===== src/rtl/pixcapture_if.sv =====
// -----------------------------------------------------------------------------
// pixcapture_if
// Wishbone classic-pipelined slave bus used by pixcapture.
//   i_wb_cyc/stb/we  : cycle, strobe and write-enable from the bus master
//   i_wb_addr        : word address; MSB=1 selects the capture buffer,
//                      MSB=0 selects the control registers (low 2 bits)
//   i_wb_data        : write data
//   o_wb_stall       : never asserted
//   o_wb_ack         : registered acknowledge, one cycle after each strobe
//   o_wb_data        : read data, valid in the acknowledge cycle
// Port-direction prefixes are from the slave's point of view.
// -----------------------------------------------------------------------------
interface pixcapture_if #(
   parameter int LGDEPTH = 4
) ();
   logic               i_wb_cyc;
   logic               i_wb_stb;
   logic               i_wb_we;
   logic [LGDEPTH:0]   i_wb_addr;
   logic [31:0]        i_wb_data;
   logic               o_wb_stall;
   logic               o_wb_ack;
   logic [31:0]        o_wb_data;

   modport master (
      output i_wb_cyc, i_wb_stb, i_wb_we, i_wb_addr, i_wb_data,
      input  o_wb_stall, o_wb_ack, o_wb_data
   );

   modport slave (
      input  i_wb_cyc, i_wb_stb, i_wb_we, i_wb_addr, i_wb_data,
      output o_wb_stall, o_wb_ack, o_wb_data
   );
endinterface


===== src/rtl/pixcapture.sv =====
// -----------------------------------------------------------------------------
// pixcapture
// Pixel-snoop debug peripheral. Watches a qualified pixel stream and, after a
// programmable pixel delay from frame sync, stores a window of up to 2^LGDEPTH
// pixels (optionally decimated by a stride) into a local buffer readable over
// Wishbone. Single-shot or continuous (re-arm each frame); o_int pulses once
// per completed capture.
// Ports:
//   i_clk, i_reset_n : sole clock, asynchronous active-low reset
//   wb               : Wishbone slave (see pixcapture_if)
//   i_pix_valid      : pixel qualifier
//   i_pix_sync       : first pixel of frame (only meaningful with valid)
//   i_pix_data       : pixel value
//   o_int            : one-cycle pulse when a capture completes
// Register map (address MSB=0): 0 CTRL/STATUS, 1 DELAY, 2 LENGTH, 3 STRIDE.
// Requires 2 <= LGDEPTH <= 27.
// -----------------------------------------------------------------------------
module pixcapture #(
   parameter int DW      = 24,
   parameter int LGDEPTH = 4
) (
   input  logic          i_clk,
   input  logic          i_reset_n,
   pixcapture_if.slave   wb,
   input  logic          i_pix_valid,
   input  logic          i_pix_sync,
   input  logic [DW-1:0] i_pix_data,
   output logic          o_int
);
   localparam int            CW      = LGDEPTH + 1;
   localparam int            DEPTH   = 1 << LGDEPTH;
   localparam logic [CW-1:0] DEPTH_W = CW'(DEPTH);

   typedef enum logic [2:0] {
      S_IDLE, S_ARMED, S_DELAY, S_CAPTURE, S_DONE
   } state_t;

   state_t         state_q, state_d;

   // Software-visible configuration and their per-arm shadow copies
   logic [31:0]    delay_q, sh_delay_q;
   logic [CW-1:0]  length_q, sh_length_q, length_eff;
   logic [15:0]    stride_q, sh_stride_q;
   logic           cont_q;

   logic [31:0]    index_q, index_d, index_inc;
   logic [15:0]    skip_q, skip_d;
   logic [CW-1:0]  count_q, count_inc, issued;
   logic           pend_q;
   logic [DW-1:0]  pend_data_q;
   logic           done_q, short_q, int_q, ack_q;
   logic [31:0]    rdata_q;
   logic [DW-1:0]  buf_mem [0:DEPTH-1];

   logic           bus_stb, reg_wr, ctrl_wr, arm_cmd, abort_cmd;
   logic           capture, load, set_short, finish, busy, int_d;
   logic [31:0]    status_word, rd_word;

   assign bus_stb   = wb.i_wb_cyc & wb.i_wb_stb;
   assign reg_wr    = bus_stb & wb.i_wb_we & ~wb.i_wb_addr[LGDEPTH];
   assign ctrl_wr   = reg_wr & (wb.i_wb_addr[1:0] == 2'd0);
   // ABORT takes priority over ARM within one CTRL write
   assign abort_cmd = ctrl_wr & wb.i_wb_data[2];
   assign arm_cmd   = ctrl_wr & wb.i_wb_data[0] & ~wb.i_wb_data[2];

   assign length_eff = (length_q == '0 || length_q > DEPTH_W) ? DEPTH_W : length_q;
   assign index_inc  = (index_q == '1) ? index_q : index_q + 32'd1;
   assign count_inc  = count_q + CW'(1);
   // Captures issued so far: landed in the buffer plus the one in flight
   assign issued     = count_q + CW'(pend_q);
   assign finish     = pend_q && (count_inc == sh_length_q);
   assign busy       = (state_q == S_ARMED) || (state_q == S_DELAY) ||
                       (state_q == S_CAPTURE);

   // NOTE: every output of a combinational block gets a default first so no
   // path leaves it unassigned and no latch is inferred.
   always_comb begin
      state_d   = state_q;
      index_d   = index_q;
      skip_d    = skip_q;
      capture   = 1'b0;
      load      = 1'b0;
      set_short = 1'b0;
      case (state_q)
         S_IDLE, S_DONE: begin
            if (arm_cmd || (state_q == S_DONE && cont_q)) begin
               state_d = S_ARMED;
               load    = 1'b1;
            end
         end
         S_ARMED: begin
            if (i_pix_valid && i_pix_sync) begin
               index_d = '0;
               skip_d  = sh_stride_q;
               if (sh_delay_q == '0) begin
                  capture = 1'b1;
                  state_d = S_CAPTURE;
               end else begin
                  state_d = S_DELAY;
               end
            end
         end
         S_DELAY: begin
            if (i_pix_valid) begin
               if (i_pix_sync) begin
                  // A new frame restarts the delay count (delay is non-zero here)
                  index_d = '0;
               end else begin
                  index_d = index_inc;
                  if (index_inc == sh_delay_q) begin
                     capture = 1'b1;
                     state_d = S_CAPTURE;
                  end
               end
            end
         end
         S_CAPTURE: begin
            if (finish) begin
               state_d = S_DONE;
            end else if (i_pix_valid && i_pix_sync) begin
               state_d   = S_DONE;
               set_short = 1'b1;
            end else if (i_pix_valid) begin
               if (skip_q != '0) begin
                  skip_d = skip_q - 16'd1;
               end else if (issued < sh_length_q) begin
                  capture = 1'b1;
                  skip_d  = sh_stride_q;
               end
            end
         end
         default: state_d = S_IDLE;
      endcase
      if (abort_cmd) begin
         state_d   = S_IDLE;
         capture   = 1'b0;
         load      = 1'b0;
         set_short = 1'b0;
      end
   end

   assign int_d = (state_q == S_CAPTURE) && (state_d == S_DONE);

   // NOTE: sequential state uses non-blocking assignments so every register
   // samples the pre-edge values regardless of statement order.
   always_ff @(posedge i_clk or negedge i_reset_n) begin
      if (!i_reset_n) begin
         state_q     <= S_IDLE;
         delay_q     <= '0;
         length_q    <= DEPTH_W;
         stride_q    <= '0;
         cont_q      <= 1'b0;
         sh_delay_q  <= '0;
         sh_length_q <= DEPTH_W;
         sh_stride_q <= '0;
         index_q     <= '0;
         skip_q      <= '0;
         count_q     <= '0;
         pend_q      <= 1'b0;
         pend_data_q <= '0;
         done_q      <= 1'b0;
         short_q     <= 1'b0;
         int_q       <= 1'b0;
         ack_q       <= 1'b0;
         rdata_q     <= '0;
      end else begin
         state_q <= state_d;
         index_q <= index_d;
         skip_q  <= skip_d;
         int_q   <= int_d;
         ack_q   <= bus_stb;
         if (bus_stb) rdata_q <= rd_word;

         if (reg_wr) begin
            case (wb.i_wb_addr[1:0])
               2'd0: cont_q   <= wb.i_wb_data[1];
               2'd1: delay_q  <= wb.i_wb_data;
               2'd2: length_q <= wb.i_wb_data[CW-1:0];
               2'd3: stride_q <= wb.i_wb_data[15:0];
               default: ;
            endcase
         end

         if (load) begin
            sh_delay_q  <= delay_q;
            sh_length_q <= length_eff;
            sh_stride_q <= stride_q;
         end

         // A chosen capture is written and counted one edge later
         pend_q <= capture;
         if (capture) pend_data_q <= i_pix_data;

         if (load)        count_q <= '0;
         else if (pend_q) count_q <= count_inc;

         if (load)       done_q <= 1'b0;
         else if (int_d) done_q <= 1'b1;

         if (load)           short_q <= 1'b0;
         else if (set_short) short_q <= 1'b1;
      end
   end

   // NOTE: the capture buffer has no reset; its contents are undefined until
   // written, which keeps it mappable onto plain RAM.
   always_ff @(posedge i_clk) begin
      if (pend_q) buf_mem[count_q[LGDEPTH-1:0]] <= pend_data_q;
   end

   always_comb begin
      status_word         = '0;
      status_word[31]     = busy;
      status_word[30]     = done_q;
      status_word[29]     = short_q;
      status_word[28]     = cont_q;
      status_word[CW-1:0] = count_q;
   end

   always_comb begin
      rd_word = '0;
      if (wb.i_wb_addr[LGDEPTH]) begin
         rd_word[DW-1:0] = buf_mem[wb.i_wb_addr[LGDEPTH-1:0]];
      end else begin
         case (wb.i_wb_addr[1:0])
            2'd0: rd_word = status_word;
            2'd1: rd_word = delay_q;
            2'd2: rd_word[CW-1:0] = length_q;
            2'd3: rd_word[15:0] = stride_q;
            default: ;
         endcase
      end
   end

   assign wb.o_wb_stall = 1'b0;
   assign wb.o_wb_ack   = ack_q;
   assign wb.o_wb_data  = rdata_q;
   assign o_int         = int_q;
endmodule


===== src/flat_wrapper.sv =====
// flat-port wrapper written by rule: the top's interface ports become plain ports
module pixcapture_flat 
#(
   parameter int DW      = 24,
   parameter int LGDEPTH = 4
)
  (i_clk, i_reset_n, i_pix_valid, i_pix_sync, i_pix_data, o_int, wb_i_wb_cyc, wb_i_wb_stb, wb_i_wb_we, wb_i_wb_addr, wb_i_wb_data, wb_o_wb_stall, wb_o_wb_ack, wb_o_wb_data);
  pixcapture_if #(.LGDEPTH(LGDEPTH)) wb_i ();
  input  logic i_clk;
  input  logic i_reset_n;
  input  logic i_pix_valid;
  input  logic i_pix_sync;
  input  logic [DW-1:0] i_pix_data;
  output logic o_int;
  input wire logic [$bits(wb_i.i_wb_cyc)-1:0] wb_i_wb_cyc;
  input wire logic [$bits(wb_i.i_wb_stb)-1:0] wb_i_wb_stb;
  input wire logic [$bits(wb_i.i_wb_we)-1:0] wb_i_wb_we;
  input wire logic [$bits(wb_i.i_wb_addr)-1:0] wb_i_wb_addr;
  input wire logic [$bits(wb_i.i_wb_data)-1:0] wb_i_wb_data;
  output wire logic [$bits(wb_i.o_wb_stall)-1:0] wb_o_wb_stall;
  output wire logic [$bits(wb_i.o_wb_ack)-1:0] wb_o_wb_ack;
  output wire logic [$bits(wb_i.o_wb_data)-1:0] wb_o_wb_data;
  assign wb_i.i_wb_cyc = wb_i_wb_cyc;
  assign wb_i.i_wb_stb = wb_i_wb_stb;
  assign wb_i.i_wb_we = wb_i_wb_we;
  assign wb_i.i_wb_addr = wb_i_wb_addr;
  assign wb_i.i_wb_data = wb_i_wb_data;
  assign wb_o_wb_stall = wb_i.o_wb_stall;
  assign wb_o_wb_ack = wb_i.o_wb_ack;
  assign wb_o_wb_data = wb_i.o_wb_data;
  pixcapture #(.DW(DW), .LGDEPTH(LGDEPTH)) u_core (.i_clk(i_clk), .i_reset_n(i_reset_n), .wb(wb_i), .i_pix_valid(i_pix_valid), .i_pix_sync(i_pix_sync), .i_pix_data(i_pix_data), .o_int(o_int));
endmodule

===== config.mk =====
export PLATFORM = sky130hd
export DESIGN_NAME = pixcapture_flat
export DESIGN_NICKNAME = d
export VERILOG_FILES = /design/src/rtl/pixcapture_if.sv /design/src/rtl/pixcapture.sv /design/src/flat_wrapper.sv
export SDC_FILE = /design/constraint.sdc
export NUM_CORES = 1
export LEC_CHECK = 0
export ABC_CLOCK_PERIOD_IN_PS = 3200
export BUFFER_PORTS_ARGS = -buffer_cell sky130_fd_sc_hd__buf_2
export CORE_UTILIZATION = 30
export DETAILED_ROUTE_END_ITERATION = 12
export GPL_TIMING_DRIVEN = 0
export PLACE_DENSITY = 0.45
export SYNTH_ARGS = -nofsm -noshare
export SYNTH_HDL_FRONTEND = slang
export SYNTH_SLANG_ARGS = --single-unit

===== constraint.sdc =====
create_clock -name i_clk -period 3.2 [get_ports i_clk]
set_input_delay 0.48 -clock i_clk [delete_from_list [all_inputs] [get_ports i_clk]]
set_output_delay 0.48 -clock i_clk [all_outputs]
set_load 0.03 [all_outputs]

==> flow_metrics.py, run 1 <==
metrics = {
    "final_layout": {
        "nets": 2230,
        "syn2layout_area_growth_pct": 22.84,
        "final_cell_area_mm2": 0.03285,
        "stdcell_count": 3367,
        "drive_gt1_share_pct": 27.82,
        "final_core_util_pct": 37.18,
    },
    "timing": {
        "tightest_slew_ns": 1.137,
        "hold_ws_ns": 0.1261,
        "hold_violations": 0,
        "finalWorstSetupSlack_ns": -0.3178,
        "maxSlewViolCount": 0,
        "fin_worst_skew_ns": 0.02040,
        "max_freq_mhz": 284.3,
        "rsz0062_at_grt": "yes",
        "min_period_ns": 3.518,
        "finalSetupViolCount": 24,
        "period_share_pct": 109.9,
        "relSlewSlack_pct": 24.17,
    },
    "die": {
        "start_util_pct": 30.26,
        "die_y_um": 300.6,
        "die_x_um": 300.6,
        "core_mm2": 0.08837,
        "fp.dieArea_mm2": 0.09035,
        "boundaryPins": 103,
        "fp-row-count": 109,
    },
    "min_path": {
        "hp-class": "primary input to register",
    },
    "cts": {
        "htree_levels": 3,
        "cts_buffers": 71,
        "cts_buffer_depth": 3,
        "root_buffer": "clkbuf_16",
        "cts_tree": "built",
        "cts.sinks": 608,
        "clk_latency_ns": 0.60,
        "path_clk_slew_ns": 0.06,
    },
    "placed_design": {
        "routabilityCongestion": 0.8191,
        "placed_area_mm2": 0.02930,
        "dp.final_hpwl_um": 56420,
        "port_buffers": 97,
        "dp.cells": 3188,
    },
    "logic_synthesis": {
        "synth-main-ff-cell": "edfxtp_1",
        "synth_edf_count": 384,
        "ys_ff_latch": 608,
        "syn_avg_cell_area_um2": 14.08,
        "synthArstFlopShare_pct": 36.84,
        "syn-cell-area_mm2": 0.02675,
        "synth_seq_area_share_pct": 64.08,
        "syn_inst": 1900,
        "synth_cell_types": 72,
        "yosysWarnings": 0,
        "synth_fp_nets": 1982,
    },
    "power": {
        "irDropWorstVdd_mv": 0.3462,
        "powerDensity_mw_per_mm2": 662.0,
        "p_leak_uw": 0.01267,
    },
    "worst_setup_path": {
        "endpoint_kind": "register",
        "cpLargestDelayFamily": "simple AND/OR/NAND/NOR gates",
        "path_cells": "nand4_1 -> or2_4 -> o311ai_4 -> mux2i_2 -> o2111ai_2 -> or4_4 -> buf_8 -> o31ai_4 -> o211ai_1",
        "cp_num_buf_inv": 1,
        "required_ns": 3.65,
        "slowest_stage": "or4_4",
        "critPathMaxFanout": 7,
        "worstPathArrival_ns": 3.97,
        "critPathLaunchType": "register",
        "slowest_delay_ns": 0.73,
        "path_class": "register to register",
    },
    "global_routing": {
        "grt_pass1_wl_um": 120000,
        "grt_antenna_before_repair": 5,
        "grt_usage_pct": 17.96,
        "grt_max_degree": 109,
        "gr-total-overflow": 0,
        "grt_pass1_vias": 17955,
    },
    "outcome": {
        "status": "finished, violations left",
        "violations": "setup timing",
    },
    "drt": {
        "vias": 17208,
        "met1_length_um": 35050,
        "antenna_left": 0,
        "drt_iter0_markers": 1338,
        "firstDrtPassIters": 5,
        "dr_wl_met3_um": 3306,
        "met2WireLength_um": 40660,
        "drc": 0,
        "routed_via_density": 5.111,
        "top_layer": "met5",
        "post_drt_wl_per_cell_um": 24.02,
        "routed_wirelength_um": 80890,
    },
    "flow_run": {
        "maxCapViolations": 0,
    },
}
[sequential cells by signal, indices dropped and copies added, names as in the netlist]
signal	flops
u_core.state_q	3
u_core.sh_stride_q	16
u_core.index_q	32
u_core.stride_q	16
u_core.sh_delay_q	32
u_core.cont_q	1
u_core.sh_length_q	5
u_core.done_q	1
u_core.skip_q	16
u_core.short_q	1
u_core.buf_mem	384
u_core.pend_q	1
u_core.count_q	5
u_core.wb.o_wb_data	32
u_core.length_q	5
u_core.o_int	1
u_core.wb.o_wb_ack	1
u_core.delay_q	32
u_core.pend_data_q	24
[synthesized netlist by cell type, types with 8 or more instances]
library cell	n	share of area [%]
nor4_1	19	0.44
and4_1	8	0.26
clkbuf_1	93	1.3
a21oi_1	28	0.52
o31ai_1	37	1.0
mux4_2	125	11
o22a_1	26	0.85
a22oi_1	21	0.59
edfxtp_1	384	43
o211ai_1	25	0.70
a2bb2oi_1	13	0.43
mux2_2	64	2.7
mux2i_1	14	0.52
xor2_1	25	0.82
buf_1	20	0.28
nand2_1	276	3.9
nand2b_1	9	0.21
ha_1	14	0.65
inv_1	45	0.63
o21ai_0	111	2.1
nor2_1	56	0.79
and2_1	13	0.30
dfrtp_1	222	21
nand4_1	25	0.58
nand3_1	32	0.60
nor2b_1	10	0.23
xnor2_1	35	1.1
nor3_1	43	0.80
[kinds of logic (layout without fill, tap and decap cells)]
| kind of cell | after synthesis | after routing | synth area share (%) |
|---|---|---|---|
| AO/OA/AOI/OAI | 312 | 312 | 7.813 |
| XOR/XNOR | 60 | 60 | 1.965 |
| adder cells (fa/ha/maj) | 14 | 14 | 0.6549 |
| buffers and inverters | 171 | 470 | 2.521 |
| flip-flops | 608 | 608 | 64.08 |
| multiplexers | 203 | 203 | 13.74 |
| other | 1 | 3 | 0.01402 |
| AND/OR/NAND/NOR | 531 | 532 | 9.207 |
[metrics by stage]
stage,TNS [ns],total power [uW],worst slack (ns)
after detailed placement,-92.63,13160,-1.518
after CTS,-6.213,21720,-0.2958
after global routing,-8.145,22680,-0.3857
after floorplan,0,11770,0.02233
final,-5.901,21750,-0.3178
after global placement,-1178.26,13050,-2.755
[area by class of cell]
cell class,count,area [um^2]
plain buffers,115,603.1
fillers,8450,55520
clock inverters,27,301.5
multi-input cells,1122,9689
inverters,46,172.7
repair buffers,184,1471
clock buffers,98,2001
diodes,2,5.005
flip-flops and latches,608,17150
well taps,1165,1458
[power by group]
part / switching, uW / internal, uW / leakage [uW] / total (uW)
logic: 2640 / 1590 / 0.00480 / 4230
clock network: 3200 / 4850 / 0.00112 / 8050
registers: 651 / 8820 / 0.00674 / 9470
total: 6490 / 15300 / 0.0127 / 21700
[layer usage]
metal  up-vias  GRT usage, %
met3       102         2.309
li1       7747             -
met4         4         5.221
met2       413         30.92
met1      8942         23.64
met5         -             0
[path summary, 6_finish.rpt]
kind                            depth (start not counted)  slack (ns)                   start                 endpoint
worst max register to register                          9       -0.32      u_core.index_q[29]   u_core.pend_data_q[14]
min in group asynchronous                               2        0.36               i_reset_n         u_core.skip_q[7]
worst min register to register                          2        0.48  u_core.sh_stride_q[15]   u_core.sh_stride_q[15]
worst min-delay path                                    2        0.13        wb_i_wb_data[24]       u_core.delay_q[24]
worst max-delay path                                    9       -0.32      u_core.index_q[29]   u_core.pend_data_q[14]
max in group asynchronous                               3        1.94               i_reset_n  u_core.wb.o_wb_data[27]
[placed cells by master (no fill, tap or decap), drive strengths merged, types with 5 or more instances in the layout]
cell type and n:
a211oi 9, a21oi 28, a22o 6, a22oi 21
a2bb2oi 13, a31oi 7, and2 13, and3 7
and4 8, buf 208, bufinv 6, clkbuf 183
clkdlybuf4s15 5, clkinv 20, dfrtp 222, edfxtp 384
ha 14, inv 46, mux2 64, mux2i 14
mux4 125, nand2 276, nand2b 9, nand3 32
nand3b 7, nand4 26, nor2 56, nor2b 10
nor3 44, nor3b 6, nor4 19, o211ai 25
o21ai 112, o22a 26, o31ai 37, or3 5
or4 7, xnor2 35, xor2 25
[repair_timing]
| item | CTS | global route |
|---|---|---|
| setup buffers | 38 | 19 |
| hold buffers | 1 | 0 |
| resized for setup | 105 | 79 |
| gates cloned | 1 | 3 |
| endpoints found under the hold margin | 29 | 0 |
| setup endpoints to repair | 58 | 89 |
| pin swaps | 32 | 41 |
(Power assumes the default switching activity.)
==> run 2, diff against run 1 <==
--- a/config.mk
+++ b/config.mk
@@ -14,3 +14,4 @@
 export SYNTH_ARGS = -nofsm -noshare
 export SYNTH_HDL_FRONTEND = slang
 export SYNTH_SLANG_ARGS = --single-unit
+export TNS_END_PERCENT = 10
==> constraint.sdc (replaced) <==
create_clock -name i_clk -period 3.2 [get_ports i_clk]
set_input_delay 0.48 -clock i_clk [delete_from_list [all_inputs] [get_ports i_clk]]
set_output_delay 0.48 -clock i_clk [all_outputs]
set_load 0.05 [all_outputs]
==> run 2 against run 1 <==
Effect of this change: the flow still finishes with violations (setup timing); critical path depth did not move; power fell by 0.33%; worst hold slack barely moved.
==> flow_metrics.py, run 2 (synthesized netlist as in run 1, its figures left out) <==
metrics = {
    "outcome": {
        "status": "finished, violations left",
        "violations": "setup timing",
    },
    "min_path": {
        "hp-class": "primary input to register",
        "worst_hold_startpoint": "wb_i_wb_data[24]",
    },
    "global_routing": {
        "grt_antenna_before_repair": 5,
        "grt_pass1_wl_um": 119700,
        "gr-total-overflow": 0,
        "grt_pass1_vias": 17895,
        "grt_usage_pct": 17.91,
        "grt_max_degree": 109,
    },
    "die": {
        "start_util_pct": 30.26,
        "boundaryPins": 103,
        "fp-row-count": 109,
        "fp.dieArea_mm2": 0.09035,
        "die_x_um": 300.6,
        "die_y_um": 300.6,
        "core_mm2": 0.08837,
    },
    "drt": {
        "post_drt_wl_per_cell_um": 23.96,
        "drc": 0,
        "antenna_left": 0,
        "routed_via_density": 5.102,
        "drt_iter0_markers": 1315,
        "routed_wirelength_um": 80570,
        "firstDrtPassIters": 5,
        "vias": 17152,
    },
    "placed_design": {
        "port_buffers": 97,
        "post-place-ws_ns": -1.518,
        "placed_area_mm2": 0.02930,
        "routabilityCongestion": 0.8191,
        "dp.final_hpwl_um": 56420,
    },
    "worst_setup_path": {
        "path_class": "register to register",
        "slowest_delay_ns": 0.72,
        "r2r_slack_ns": -0.31,
        "cp-startpoint": "u_core.index_q[29]",
        "reg2reg_depth": 9,
        "worstSetupEndpoint": "u_core.pend_data_q[14]",
        "reg2reg_from": "u_core.index_q[29]",
        "endpoint_kind": "register",
        "slowest_stage": "or4_4",
        "required_ns": 3.65,
        "path_cells": "nand4_1 -> or2_4 -> o311ai_4 -> mux2i_2 -> o2111ai_2 -> or4_4 -> buf_8 -> o31ai_4 -> o211ai_1",
        "r2r_end": "u_core.pend_data_q[14]",
        "critPathMaxFanout": 7,
        "critPathLaunchType": "register",
        "worstPathArrival_ns": 3.96,
    },
    "timing": {
        "hold_violations": 0,
        "min_period_ns": 3.508,
        "rsz0062_at_grt": "yes",
        "tightest_slew_ns": 1.165,
        "fin_tns_setup_ns": -5.917,
        "maxSlewViolCount": 0,
        "finalWorstSetupSlack_ns": -0.3076,
        "period_share_pct": 109.6,
        "hold_ws_ns": 0.1262,
        "finalSetupViolCount": 24,
        "fin_worst_skew_ns": 0.02102,
        "relSlewSlack_pct": 22.31,
        "max_freq_mhz": 285.1,
    },
    "flow_run": {
        "maxCapViolations": 0,
    },
    "final_layout": {
        "final_core_util_pct": 37.01,
        "drive_gt1_share_pct": 27.26,
        "layout.area.seq_mm2": 0.01715,
        "syn2layout_area_growth_pct": 22.30,
        "num_antenna_cells": 0,
        "fillers": 8477,
        "multi_input_comb_area_mm2": 0.009573,
        "nets": 2227,
        "final_cell_area_mm2": 0.03271,
        "final_common_cell": "edfxtp_1",
        "largest_reg_flops": 384,
        "layout_common_cells": "edfxtp_1 (384), nand2_1 (275), dfrtp_1 (211), mux4_2 (125), o21ai_0 (110)",
    },
    "cts": {
        "root_buffer": "clkbuf_16",
        "htree_levels": 3,
        "clk_latency_ns": 0.60,
        "path_clk_slew_ns": 0.06,
        "cts_buffers": 71,
        "cts_buffer_depth": 3,
        "cts_tree": "built",
        "cts.sinks": 608,
    },
    "power": {
        "p_leak_uw": 0.01264,
        "irDropWorstVdd_mv": 0.3464,
        "powerDensity_mw_per_mm2": 662.7,
    },
}
-- run 2: cell types whose count changed in the layout (fill, tap and decap cells not counted), sizes merged --
| cell | change |
|---|---|
| clkbuf | -4 |
| diode | -2 |
| buf | +1 |
-- run 2: how the worst min path moves through the flow --
stage	endpoint	slack [ns]	cells past startpoint
after floorplan	u_core.cont_q	0.18	0
after global placement	u_core.wb.o_wb_data[12]	0.47	2
after detailed placement	u_core.skip_q[9]	0.37	1
after CTS	u_core.delay_q[24]	0.09	2
after global routing	u_core.delay_q[24]	0.1	2
final	u_core.delay_q[24]	0.13	2
-- run 2: final cells by class --
class | count | share of cell area [%]
multi-input cells | 1122 | 29.27
well taps | 1165 | 4.456
inverters | 46 | 0.5279
flip-flops and latches | 608 | 52.44
clock inverters | 27 | 0.9219
repair buffers | 181 | 4.430
clock buffers | 98 | 6.117
plain buffers | 115 | 1.840
-- run 2: metrics by stage --
| step | total power (uW) | instances |
|---|---|---|
| 5_1_grt | 22640 | 3362 |
| 3_5_place_dp | 13240 | 3188 |
| 4_1_cts | 21630 | 3344 |
| 6_report | 21680 | 3362 |
| 3_3_place_gp | 13130 | 3162 |
| 2_1_floorplan | 11840 | 1900 |
-- run 2: per-layer routing --
layer | global-route usage (%) | wire length, um | up-vias
li1 | - | - | 7729
met1 | 23.44 | 34060 | 8852
met2 | 30.86 | 40500 | 456
met3 | 2.496 | 4055 | 111
met4 | 5.185 | 1937 | 4
met5 | 0 | 21 | -
-- run 2: timing repair --
item                       CTS  global route
setup endpoints to repair   58            79
hold endpoints to repair    29             0
hold buffers                 1             0
resized for setup           88            77
pin swaps                   20            35
gates cloned                 1             3
buffers inserted            35            19
-- run 2: where the power goes --
| part | switching, uW | internal, uW | leakage, uW | total, uW |
|---|---|---|---|---|
| combinational | 2580 | 1580 | 0.00477 | 4160 |
| sequential | 649 | 8820 | 0.00674 | 9470 |
| clock | 3200 | 4850 | 0.00112 | 8050 |
-- run 2: critical path, delay by kind of cell, from the launching register on --
kind | cells | cell delay, ns
buffers and inverters | 1 | 0.21
AO/OA/AOI/OAI | 4 | 0.90
flip-flops | 1 | 0.46
multiplexers | 1 | 0.34
AND/OR/NAND/NOR | 3 | 1.43
